### config.mk
export PLATFORM = sky130hd
export DESIGN_NAME = decode_queue
export DESIGN_NICKNAME = d
export VERILOG_FILES = /design/src/rtl/decode_queue.sv
export SDC_FILE = /design/constraint.sdc
export NUM_CORES = 1
export LEC_CHECK = 0
export CAP_MARGIN = 20
export CELL_PAD_IN_SITES_DETAIL_PLACEMENT = 2
export CELL_PAD_IN_SITES_GLOBAL_PLACEMENT = 2
export CORE_AREA = 2 2 192 194
export DETAILED_ROUTE_END_ITERATION = 8
export DIE_AREA = 0 0 194 196
export GPL_TIMING_DRIVEN = 1
export PLACE_DENSITY = 0.89
export SYNTH_ARGS = -nofsm -noshare
export SYNTH_HDL_FRONTEND = slang
export SYNTH_SLANG_ARGS = --single-unit
### constraint.sdc
create_clock -name clk -period 6.8 [get_ports clk]
set_clock_uncertainty 0.05 [all_clocks]
set_input_delay 0.68 -clock clk [delete_from_list [all_inputs] [get_ports clk]]
set_output_delay 0.68 -clock clk [all_outputs]
set_load 0.005 [all_outputs]
### src/rtl/decode_queue.sv
// Instruction queue plus RV32I/M decoder feeding a registered valid/ready output slot.
// Total buffering is DEPTH FIFO entries plus the output slot.
module decode_queue #(
  parameter int DEPTH = 4,
  parameter int PC_W  = 32,
  parameter int M_EXT = 1
) (
  input  logic            clk,
  input  logic            rst,
  input  logic            in_valid,
  output logic            in_ready,
  input  logic [31:0]     in_inst,
  input  logic [PC_W-1:0] in_pc,
  input  logic            flush,
  output logic            out_valid,
  input  logic            out_ready,
  output logic [31:0]     out_inst,
  output logic [PC_W-1:0] out_pc,
  output logic            jal,
  output logic            jalr,
  output logic            op1_src,
  output logic            op2_src,
  output logic            load_npc,
  output logic            wb_select,
  output logic            reg_write_en,
  output logic            csr_write_en,
  output logic            csr_zimm_or_reg,
  output logic [3:0]      alu_func,
  output logic [2:0]      br_type,
  output logic [2:0]      load_type,
  output logic [3:0]      cache_write_en,
  output logic [2:0]      imm_type,
  output logic            md_en,
  output logic [2:0]      md_func,
  output logic            illegal
);

  localparam int AW = $clog2(DEPTH);

  localparam logic [3:0] ALU_SLL = 4'd0, ALU_SRL = 4'd1, ALU_SRA = 4'd2, ALU_ADD = 4'd3,
                         ALU_SUB = 4'd4, ALU_XOR = 4'd5, ALU_OR = 4'd6, ALU_AND = 4'd7,
                         ALU_SLT = 4'd8, ALU_SLTU = 4'd9, ALU_LUI = 4'd10, ALU_OP1 = 4'd11,
                         ALU_OP2 = 4'd12;
  localparam logic [2:0] BR_BEQ = 3'd1, BR_BNE = 3'd2, BR_BLT = 3'd3, BR_BLTU = 3'd4,
                         BR_BGE = 3'd5, BR_BGEU = 3'd6;
  localparam logic [2:0] IMM_R = 3'd0, IMM_I = 3'd1, IMM_S = 3'd2, IMM_B = 3'd3,
                         IMM_U = 3'd4, IMM_J = 3'd5;
  localparam logic [2:0] LD_LB = 3'd1, LD_LH = 3'd2, LD_LW = 3'd3, LD_LBU = 3'd4, LD_LHU = 3'd5;

  typedef struct packed {
    logic       jal;
    logic       jalr;
    logic       op1_src;
    logic       op2_src;
    logic       load_npc;
    logic       wb_select;
    logic       reg_write_en;
    logic       csr_write_en;
    logic       csr_zimm_or_reg;
    logic [3:0] alu_func;
    logic [2:0] br_type;
    logic [2:0] load_type;
    logic [3:0] cache_write_en;
    logic [2:0] imm_type;
    logic       md_en;
    logic [2:0] md_func;
    logic       illegal;
  } ctrl_t;

  logic [31:0]     mem_inst [DEPTH];
  logic [PC_W-1:0] mem_pc   [DEPTH];
  logic [AW-1:0]   wr_ptr, rd_ptr;
  logic [AW:0]     count;
  logic            push, pop;
  logic [31:0]     head_inst;
  logic [6:0]      opcode, f7;
  logic [2:0]      f3;
  ctrl_t           ctrl_d, ctrl_q;

  // in_ready depends only on registered count, never on out_ready
  assign in_ready  = (count < (AW+1)'(DEPTH));
  assign push      = in_valid && in_ready && !flush;
  assign pop       = (count != '0) && (!out_valid || out_ready) && !flush;
  assign head_inst = mem_inst[rd_ptr];
  assign opcode    = head_inst[6:0];
  assign f3        = head_inst[14:12];
  assign f7        = head_inst[31:25];

  always_ff @(posedge clk) begin
    if (push) begin
      mem_inst[wr_ptr] <= in_inst;
      mem_pc[wr_ptr]   <= in_pc;
    end
  end

  always_ff @(posedge clk or posedge rst) begin
    if (rst) begin
      wr_ptr <= '0;
      rd_ptr <= '0;
      count  <= '0;
    end else if (flush) begin
      wr_ptr <= '0;
      rd_ptr <= '0;
      count  <= '0;
    end else begin
      if (push) wr_ptr <= wr_ptr + AW'(1);
      if (pop)  rd_ptr <= rd_ptr + AW'(1);
      if (push && !pop)      count <= count + (AW+1)'(1);
      else if (pop && !push) count <= count - (AW+1)'(1);
    end
  end

  always_comb begin
    ctrl_d = '0;
    unique case (opcode)
      7'b0110111: begin
        ctrl_d.alu_func = ALU_LUI; ctrl_d.op2_src = 1'b1;
        ctrl_d.imm_type = IMM_U;   ctrl_d.reg_write_en = 1'b1;
      end
      7'b0010111: begin
        ctrl_d.alu_func = ALU_ADD; ctrl_d.op1_src = 1'b1; ctrl_d.op2_src = 1'b1;
        ctrl_d.imm_type = IMM_U;   ctrl_d.reg_write_en = 1'b1;
      end
      7'b1101111: begin
        ctrl_d.jal = 1'b1; ctrl_d.load_npc = 1'b1; ctrl_d.reg_write_en = 1'b1;
        ctrl_d.alu_func = ALU_ADD; ctrl_d.imm_type = IMM_J;
      end
      7'b1100111: begin
        ctrl_d.jalr = 1'b1; ctrl_d.load_npc = 1'b1; ctrl_d.reg_write_en = 1'b1;
        ctrl_d.op2_src = 1'b1; ctrl_d.alu_func = ALU_ADD; ctrl_d.imm_type = IMM_I;
        ctrl_d.illegal = (f3 != 3'b000);
      end
      7'b0110011: begin
        ctrl_d.reg_write_en = 1'b1;
        ctrl_d.imm_type     = IMM_R;
        if (f7 == 7'b0000000) begin
          case (f3)
            3'b000:  ctrl_d.alu_func = ALU_ADD;
            3'b001:  ctrl_d.alu_func = ALU_SLL;
            3'b010:  ctrl_d.alu_func = ALU_SLT;
            3'b011:  ctrl_d.alu_func = ALU_SLTU;
            3'b100:  ctrl_d.alu_func = ALU_XOR;
            3'b101:  ctrl_d.alu_func = ALU_SRL;
            3'b110:  ctrl_d.alu_func = ALU_OR;
            default: ctrl_d.alu_func = ALU_AND;
          endcase
        end else if (f7 == 7'b0100000 && f3 == 3'b000) begin
          ctrl_d.alu_func = ALU_SUB;
        end else if (f7 == 7'b0100000 && f3 == 3'b101) begin
          ctrl_d.alu_func = ALU_SRA;
        end else if (f7 == 7'b0000001 && M_EXT != 0) begin
          ctrl_d.md_en   = 1'b1;
          ctrl_d.md_func = f3;
        end else begin
          ctrl_d.illegal = 1'b1;
        end
      end
      7'b0010011: begin
        ctrl_d.reg_write_en = 1'b1; ctrl_d.op2_src = 1'b1; ctrl_d.imm_type = IMM_I;
        case (f3)
          3'b000:  ctrl_d.alu_func = ALU_ADD;
          3'b001: begin
            ctrl_d.alu_func = ALU_SLL;
            ctrl_d.illegal  = (f7 != 7'b0000000);
          end
          3'b010:  ctrl_d.alu_func = ALU_SLT;
          3'b011:  ctrl_d.alu_func = ALU_SLTU;
          3'b100:  ctrl_d.alu_func = ALU_XOR;
          3'b101: begin
            ctrl_d.alu_func = (f7 == 7'b0100000) ? ALU_SRA : ALU_SRL;
            ctrl_d.illegal  = (f7 != 7'b0000000) && (f7 != 7'b0100000);
          end
          3'b110:  ctrl_d.alu_func = ALU_OR;
          default: ctrl_d.alu_func = ALU_AND;
        endcase
      end
      7'b0000011: begin
        ctrl_d.reg_write_en = 1'b1; ctrl_d.wb_select = 1'b1; ctrl_d.op2_src = 1'b1;
        ctrl_d.alu_func = ALU_ADD;  ctrl_d.imm_type = IMM_I;
        case (f3)
          3'b000:  ctrl_d.load_type = LD_LB;
          3'b001:  ctrl_d.load_type = LD_LH;
          3'b010:  ctrl_d.load_type = LD_LW;
          3'b100:  ctrl_d.load_type = LD_LBU;
          3'b101:  ctrl_d.load_type = LD_LHU;
          default: ctrl_d.illegal   = 1'b1;
        endcase
      end
      7'b0100011: begin
        ctrl_d.op2_src = 1'b1; ctrl_d.alu_func = ALU_ADD; ctrl_d.imm_type = IMM_S;
        case (f3)
          3'b000:  ctrl_d.cache_write_en = 4'b0001;
          3'b001:  ctrl_d.cache_write_en = 4'b0011;
          3'b010:  ctrl_d.cache_write_en = 4'b1111;
          default: ctrl_d.illegal        = 1'b1;
        endcase
      end
      7'b1100011: begin
        ctrl_d.imm_type = IMM_B;
        case (f3)
          3'b000:  ctrl_d.br_type = BR_BEQ;
          3'b001:  ctrl_d.br_type = BR_BNE;
          3'b100:  ctrl_d.br_type = BR_BLT;
          3'b101:  ctrl_d.br_type = BR_BGE;
          3'b110:  ctrl_d.br_type = BR_BLTU;
          3'b111:  ctrl_d.br_type = BR_BGEU;
          default: ctrl_d.illegal = 1'b1;
        endcase
      end
      7'b1110011: begin
        // only the CSR forms are recognised; ECALL/EBREAK (funct3 000) trap as illegal
        ctrl_d.csr_write_en    = 1'b1;
        ctrl_d.reg_write_en    = 1'b1;
        ctrl_d.csr_zimm_or_reg = f3[2];
        ctrl_d.imm_type        = IMM_I;
        case (f3[1:0])
          2'b01:   ctrl_d.alu_func = ALU_OP1;
          2'b10:   ctrl_d.alu_func = ALU_OR;
          2'b11:   ctrl_d.alu_func = ALU_OP2;
          default: ctrl_d.illegal  = 1'b1;
        endcase
      end
      default: ctrl_d.illegal = 1'b1;
    endcase
    if (ctrl_d.illegal) begin
      ctrl_d         = '0;
      ctrl_d.illegal = 1'b1;
    end
  end

  always_ff @(posedge clk or posedge rst) begin
    if (rst) begin
      out_valid <= 1'b0;
      ctrl_q    <= '0;
      out_inst  <= '0;
      out_pc    <= '0;
    end else if (flush) begin
      out_valid <= 1'b0;
      ctrl_q    <= '0;
      out_inst  <= '0;
      out_pc    <= '0;
    end else if (pop) begin
      out_valid <= 1'b1;
      ctrl_q    <= ctrl_d;
      out_inst  <= head_inst;
      out_pc    <= mem_pc[rd_ptr];
    end else if (out_valid && out_ready) begin
      out_valid <= 1'b0;
    end
  end

  assign jal             = ctrl_q.jal;
  assign jalr            = ctrl_q.jalr;
  assign op1_src         = ctrl_q.op1_src;
  assign op2_src         = ctrl_q.op2_src;
  assign load_npc        = ctrl_q.load_npc;
  assign wb_select       = ctrl_q.wb_select;
  assign reg_write_en    = ctrl_q.reg_write_en;
  assign csr_write_en    = ctrl_q.csr_write_en;
  assign csr_zimm_or_reg = ctrl_q.csr_zimm_or_reg;
  assign alu_func        = ctrl_q.alu_func;
  assign br_type         = ctrl_q.br_type;
  assign load_type       = ctrl_q.load_type;
  assign cache_write_en  = ctrl_q.cache_write_en;
  assign imm_type        = ctrl_q.imm_type;
  assign md_en           = ctrl_q.md_en;
  assign md_func         = ctrl_q.md_func;
  assign illegal         = ctrl_q.illegal;

endmodule

Word level (Yosys, flattened, before mapping)
Memory sizes are Yosys's and may differ from the RTL's.
Index checks and enable logic that the tools add are counted.

word-level totals
  flip-flop bits (word level) = 103
  RAM bits = 256
  input port bits = 69
  output and inout bits = 97
  logic and storage cells = 142
  memories kept = 2

cells by class
  add/subtract/negate cells = 4
  $lt $le $gt $ge = 1
  equal/unequal tests = 23
  multiplexer cells = 54
  reduce and logical (&&, ||, !) cells = 35

memory list
  name      depth  bits a word  read ports  clocked after Yosys merged registers in  write ports  line  RTL
  mem_inst  4      32           1           0                                        1            70    logic [31:0] mem_inst [DEPTH];
  mem_pc    4      32           1           0                                        1            71    logic [PC_W-1:0] mem_pc [DEPTH];

operators by type and width
  kind                                                                    count
  32-bit 2-to-1 mux                                                       4
  31-bit 2-to-1 mux                                                       3
  4-bit case mux with 7 select lines                                      2
  3-bit case mux with 5 select lines                                      2
  7-bit by 6-bit equality test with 1-bit output (second input constant)  4
  7-bit equality test (second input constant)                             4
  4-bit case mux with 3 select lines                                      2
  4-bit case mux with 5 select lines                                      1
  3-bit 2-to-1 mux                                                        6
  3-bit case mux with 6 select lines                                      1
  1-bit 2-to-1 mux                                                        17
  4-bit 2-to-1 mux                                                        4
  5-bit 2-to-1 mux                                                        3
  7-bit by 5-bit equality test with 1-bit output (second input constant)  2
  2-bit 2-to-1 mux                                                        7
  3-bit equality test (second input constant)                             4
  3-bit nonzero test                                                      4
  6-bit OR reduction                                                      2
  1-bit logical AND                                                       10
  5-bit OR reduction                                                      2
  3-bit OR reduction                                                      3
  1-bit case mux with 8 select lines                                      1
  8-bit OR reduction                                                      1
  7-bit by 1-bit equality test with 1-bit output (second input constant)  1
  other kinds (19)                                                        27

Logic depth before layout (Yosys ltp)
An unclocked memory read counts as a cell.

  depth after elaboration = 10
  mapped depth = 15
  gate-level depth less buffers = 10

Least setup slack after synthesis
No wires, ideal clock.

  path type = reg-to-reg
  start = register rd_ptr[0]
  end = register ctrl_q, in the netlist alu_func[3]
  setup time = 67 ps
  arrival = 3136 ps
  required time = 6683 ps
  setup slack = 3546 ps
  cell stages (with the launch flop) = 16
  path buffers = 5
  clock period less this slack = 3254 ps
  cell sequence = dfrtp_1 buf_6 buf_8 buf_4 buf_2 mux4_2 inv_1 ha_1 nand2_1 o22a_2 a31o_2 a21oi_1 o32a_2 and2_4 buf_8 a32o_1

between the ends
  word-level cells in the longest chain between the ends = 10
  elaborated cells between the ends (all ways) = 55

ends and longest elaborated chain
  element                                                                       line      RTL
  start: declaration                                                            72        logic [AW-1:0] wr_ptr, rd_ptr;
  start signal: assignment                                                      107       if (pop) rd_ptr <= rd_ptr + AW'(1);
  memory 4 x 32 bit (*)                                                         --
  7-bit by 1-bit equality test with 1-bit output, or another cell as far along  151       end else if (f7 == 7'b0000001 && M_EXT != 0) begin
  1-bit 2-to-1 mux or 1-bit logical AND (tied branches)                         151, 149
  5-bit 2-to-1 mux                                                              149       end else if (f7 == 7'b0100000 && f3 == 3'b101) begin
  5-bit 2-to-1 mux                                                              147       end else if (f7 == 7'b0100000 && f3 == 3'b000) begin
  5-bit 2-to-1 mux                                                              136       if (f7 == 7'b0000000) begin
  1-bit case mux with 8 select lines                                            115       unique case (opcode)
  31-bit 2-to-1 mux (*)                                                         225       if (ctrl_d.illegal) begin
  31-bit 2-to-1 mux (*)                                                         242       end else if (pop) begin
  31-bit 2-to-1 mux (*)                                                         237       end else if (flush) begin
  end signal: assignment                                                        244       ctrl_q <= ctrl_d;
  end: declaration                                                              78        ctrl_t ctrl_d, ctrl_q;

Every way passes the cells marked *; elsewhere a longest branch is shown, timed or not. The select of a mux whose other input is x is not followed.
A chain may end at the register's enable or synchronous reset.

Final worst setup path
  start = register rd_ptr[0]
  end = register ctrl_q, in the netlist alu_func[2]

Same word-level chain as after synthesis.

==> parameters.txt <==
Parameter                              Value

Status
  Run status ... finished, final reports clean

Job
  Number of max-capacitance violations reported ... 0

Synth
  Adder and majority cell fraction of the synthesized area ... 0.00933
  Number of warning messages in the yosys log ... 0
  Post-Syn Area ... 0.0142 mm2
  Largest area contributor in the synthesized netlist ... edfxtp_1
  Synth top cells by count ... 256 x edfxtp_1, 146 x nand2_1, 102 x dfrtp_1
  Top area cells in the synthesized netlist ... edfxtp_1 54%, dfrtp_1 18%, mux4_2 9.7%
  Fraction of synthesized cell area taken by the top area cell type ... 0.541
  Mean instance size in the synthesized netlist ... 16.0 um2
  Portion of the post-synthesis area used by sequential elements ... 0.720
  Number of enable-type register cells in the synthesized netlist ... 256
  Distinct cell type count of the synthesized netlist ... 65
  Net Count, Synth ... 966
  Async set-or-reset flop fraction in the synthesized netlist ... 0.285
  Post-synthesis sequential element count ... 358
  Post-synthesis share of cell area spent on and, or, nand and nor gates ... 0.0736
  Xor/xnor share of the synthesized area ... 0.00308
  Mux cell area share after synthesis ... 0.104
  Dominant combinational cell family by area after synthesis ... multiplexers
  Leading register cell type out of synthesis ... edfxtp_1
  Cell with the most instances after synthesis ... edfxtp_1
  Synthesized instance count ... 887
  Compound-gate portion of the synthesized area ... 0.0622

Critical path
  Maximum fanout encountered on the critical timing path ... 35
  Worst reg-to-reg setup slack ... 2.96 ns
  Required time worst endpoint ... 7.20 ns
  Class of the most critical setup path ... register to register
  Launching instance or port of the critical path ... rd_ptr[0]$_DFFE_PP0P_
  Reg2Reg Capture Point ... alu_func[2]$_DFFE_PP0P_
  Critical path endpoint category ... register
  Start of the worst register-to-register path ... rd_ptr[0]$_DFFE_PP0P_
  Crit path arrival time ... 4.24 ns
  Type of origin of the critical path ... register
  Worst Reg-to-Reg Cells ... 8

Clocking
  Master cell of the clock root buffer ... clkbuf_16
  Clock tree sinks ... 358
  Maximum clock path buffer count ... 3
  Clock slew seen by the registers of the worst setup and hold paths ... 0.06 ns
  Total setup buffers inserted after CTS ... 0
  CTS tree ... yes
  Hold buffer count at CTS ... 0
  Post-cts resize count ... 0
  Skew-Pair Late Insertion Delay ... 0.53 ns
  CTS Buf Count ... 39
  Number of levels the H-tree was split into ... 2

Drt
  Starting DRT DRC Count ... 407
  DRC ... 0
  Number of nets with antenna violations after detailed routing ... 0
  Routed WL per cell ... 24.9 um
  Detailed-route via count ... 8266
  Post-Route WL ... 38600 um
  Pre-Repair DR Iteration Count ... 5
  Via-per-instance ratio ... 5.34

GRT
  Wire length of the first global-routing pass ... 59800 um
  Global route overflow ... 0
  Pin count of the biggest net entering global routing ... 72
  Total routing usage reported by global routing ... 0.206
  Via count of the first global-routing pass ... 9345
  Number of antenna violations at the first check in global routing ... 2

Power and ir drop
  Internal power consumption ... 0.00470 W
  Clock network power share ... 0.297
  Leakage power of the design ... 6.10 nW
  Share of total power in combinational logic ... 0.291
  Share of total power in sequential cells ... 0.412
  Overall Power ... 0.00691 W
  Switch share ... 0.320
  VDD IR max ... 220 uV
  Power per cell area ... 395 mW/mm2
  Sw power ... 0.00221 W

Floorplan
  Total I/O pin count ... 166
  X dimension of the die ... 194 um
  Total number of placement rows ... 70
  Starting utilization of the core area ... 0.394
  Core Area ... 0.0361 mm2
  DIE HEIGHT ... 196 um
  Floorplan die area ... 0.0380 mm2

Final layout
  Share of layout cells above drive strength 1 ... 0.141
  Count of inserted antenna diode cells ... 0
  Final nets ... 1128
  Top Registers ... mem_inst (128), mem_pc (128)
  Number of filler cells placed in the layout ... 3343
  Area taken by flip-flops and latches ... 0.0102 mm2
  Syn-to-layout area delta ... 23.1%
  Total area of multi-input combinational cells ... 0.00361 mm2

Hold path
  Type of the tightest min-delay check ... register to register
  Hold Path Stages ... 1
  Worst hold path endpoint ... md_en$_DFFE_PP0P_
  Launch point of the worst hold path ... md_en$_DFFE_PP0P_

Placement
  Detailed-placement wirelength estimate ... 25100 um
  Routability cong. ... 0.822
  # port buffers ... 165

STA
  Portion of the clock cycle consumed by the worst path in the final layout ... 0.565
  Setup-failing EPs final ... 0
  Tightest Pin Transition ... 1.06 ns
  Normalized max-slew margin ... 0.296
  Number of hold violations in the final report ... 0
  Time the final worst path needs with I/O delays and setup ... 3.84 ns
  Max-slew violation count ... 0
  Setup repair after global routing missed its margin ... no
  Highest achievable clock rate ... 0.260 GHz
  Post-route setup TNS ... 0 ns
[logic make-up (layout without fill, tap and decap cells)]
group / after synthesis / in the layout
buffers and inverters: 67 / 260
muxes: 67 / 67
DFF: 358 / 358
adders and majority gates: 10 / 10
and+or+nand+nor: 240 / 240
xor gates and xnor gates: 5 / 5
AOI/OAI and AO/OA: 140 / 140
[power groups by stage]
stage / registers, W / logic [W] / clock network (W)
2_1_floorplan: 0.00280 / 0.00124 / 0
3_3_place_gp: 0.00287 / 0.00195 / 0
3_5_place_dp: 0.00290 / 0.00203 / 0
4_1_cts: 0.00286 / 0.00204 / 0.00210
5_1_grt: 0.00289 / 0.00220 / 0.00217
6_report: 0.00285 / 0.00201 / 0.00206
[routing by layer]
| layer | global-route usage | share of wire | vias to the layer above |
|---|---|---|---|
| met3 | 0.0376 | 0.043 | 52 |
| met2 | 0.377 | 0.53 | 186 |
| met5 | 0 | 0.00060 | - |
| li1 | - | - | 3689 |
| met1 | 0.256 | 0.41 | 4335 |
| met4 | 0.0424 | 0.017 | 4 |
[worst max-delay path by stage]
| stage | to | cells past startpoint | slack [ns] |
|---|---|---|---|
| after floorplan | alu_func[0]$_DFFE_PP0P_ | 1 | 3.39 |
| after global placement | illegal$_DFFE_PP0P_ | 8 | 2.99 |
| after detailed placement | alu_func[2]$_DFFE_PP0P_ | 8 | 2.95 |
| after CTS | alu_func[2]$_DFFE_PP0P_ | 8 | 2.91 |
| after global routing | alu_func[2]$_DFFE_PP0P_ | 8 | 2.65 |
| final | alu_func[2]$_DFFE_PP0P_ | 8 | 2.96 |
[final cells by class]
cell class,instances,share of cell area
flip-flops and latches,358,0.585
multi-input cells,462,0.206
repair buffers,176,0.101
clock buffers,53,0.0623
well taps,468,0.0335
clock inverters,19,0.00901
inverters,12,0.00272
[placed cells by master (no fill, tap or decap), types with 2 or more instances in the layout]
cell,instances
edfxtp_1,256
clkdlybuf4s50_1,164
nand2_1,146
dfrtp_1,100
a21oi_1,76
mux4_2,61
nor2_1,42
clkbuf_16,40
o21ai_0,14
a32o_1,12
inv_1,11
nand3_1,11
buf_4,10
ha_1,9
clkbuf_1,9
nor3_1,8
clkinv_1,8
and2_4,6
a22o_1,6
a32oi_1,5
nand2b_1,4
a31oi_1,4
xnor2_1,4
clkbuf_8,4
clkinv_2,4
nand4_1,3
nand3b_1,3
o22ai_1,3
and3_1,3
clkinvlp_4,3
mux4_1,2
and3b_1,2
mux2_2,2
a22oi_1,2
and3_2,2
nor2b_1,2
o211ai_1,2
bufinv_16,2
dfrtp_4,2
[per-stage QoR]
step           worst slack (ns)   util  instance area [um2]  hold WS [ns]  instances
2_1_floorplan              3.39      -                14200         0.423        887
3_3_place_gp               2.99  0.449                16200         0.423       1474
3_5_place_dp               2.95  0.449                16200         0.427       1474
4_1_cts                    2.91  0.484                17500         0.441       1546
5_1_grt                    2.65  0.485                17500         0.466       1548
6_report                   2.96  0.485                17500         0.438       1548
[critical path, stage by stage (launching register included)]
cell and delay (ns):
dfrtp_4 0.87, buf_4 0.71, mux4_2 0.64, nor4_2 0.37, nand2_1 0.22, nor2_1 0.15
o32a_1 0.24, and2_4 0.25, a32o_1 0.18
(Power assumes the default switching activity.)
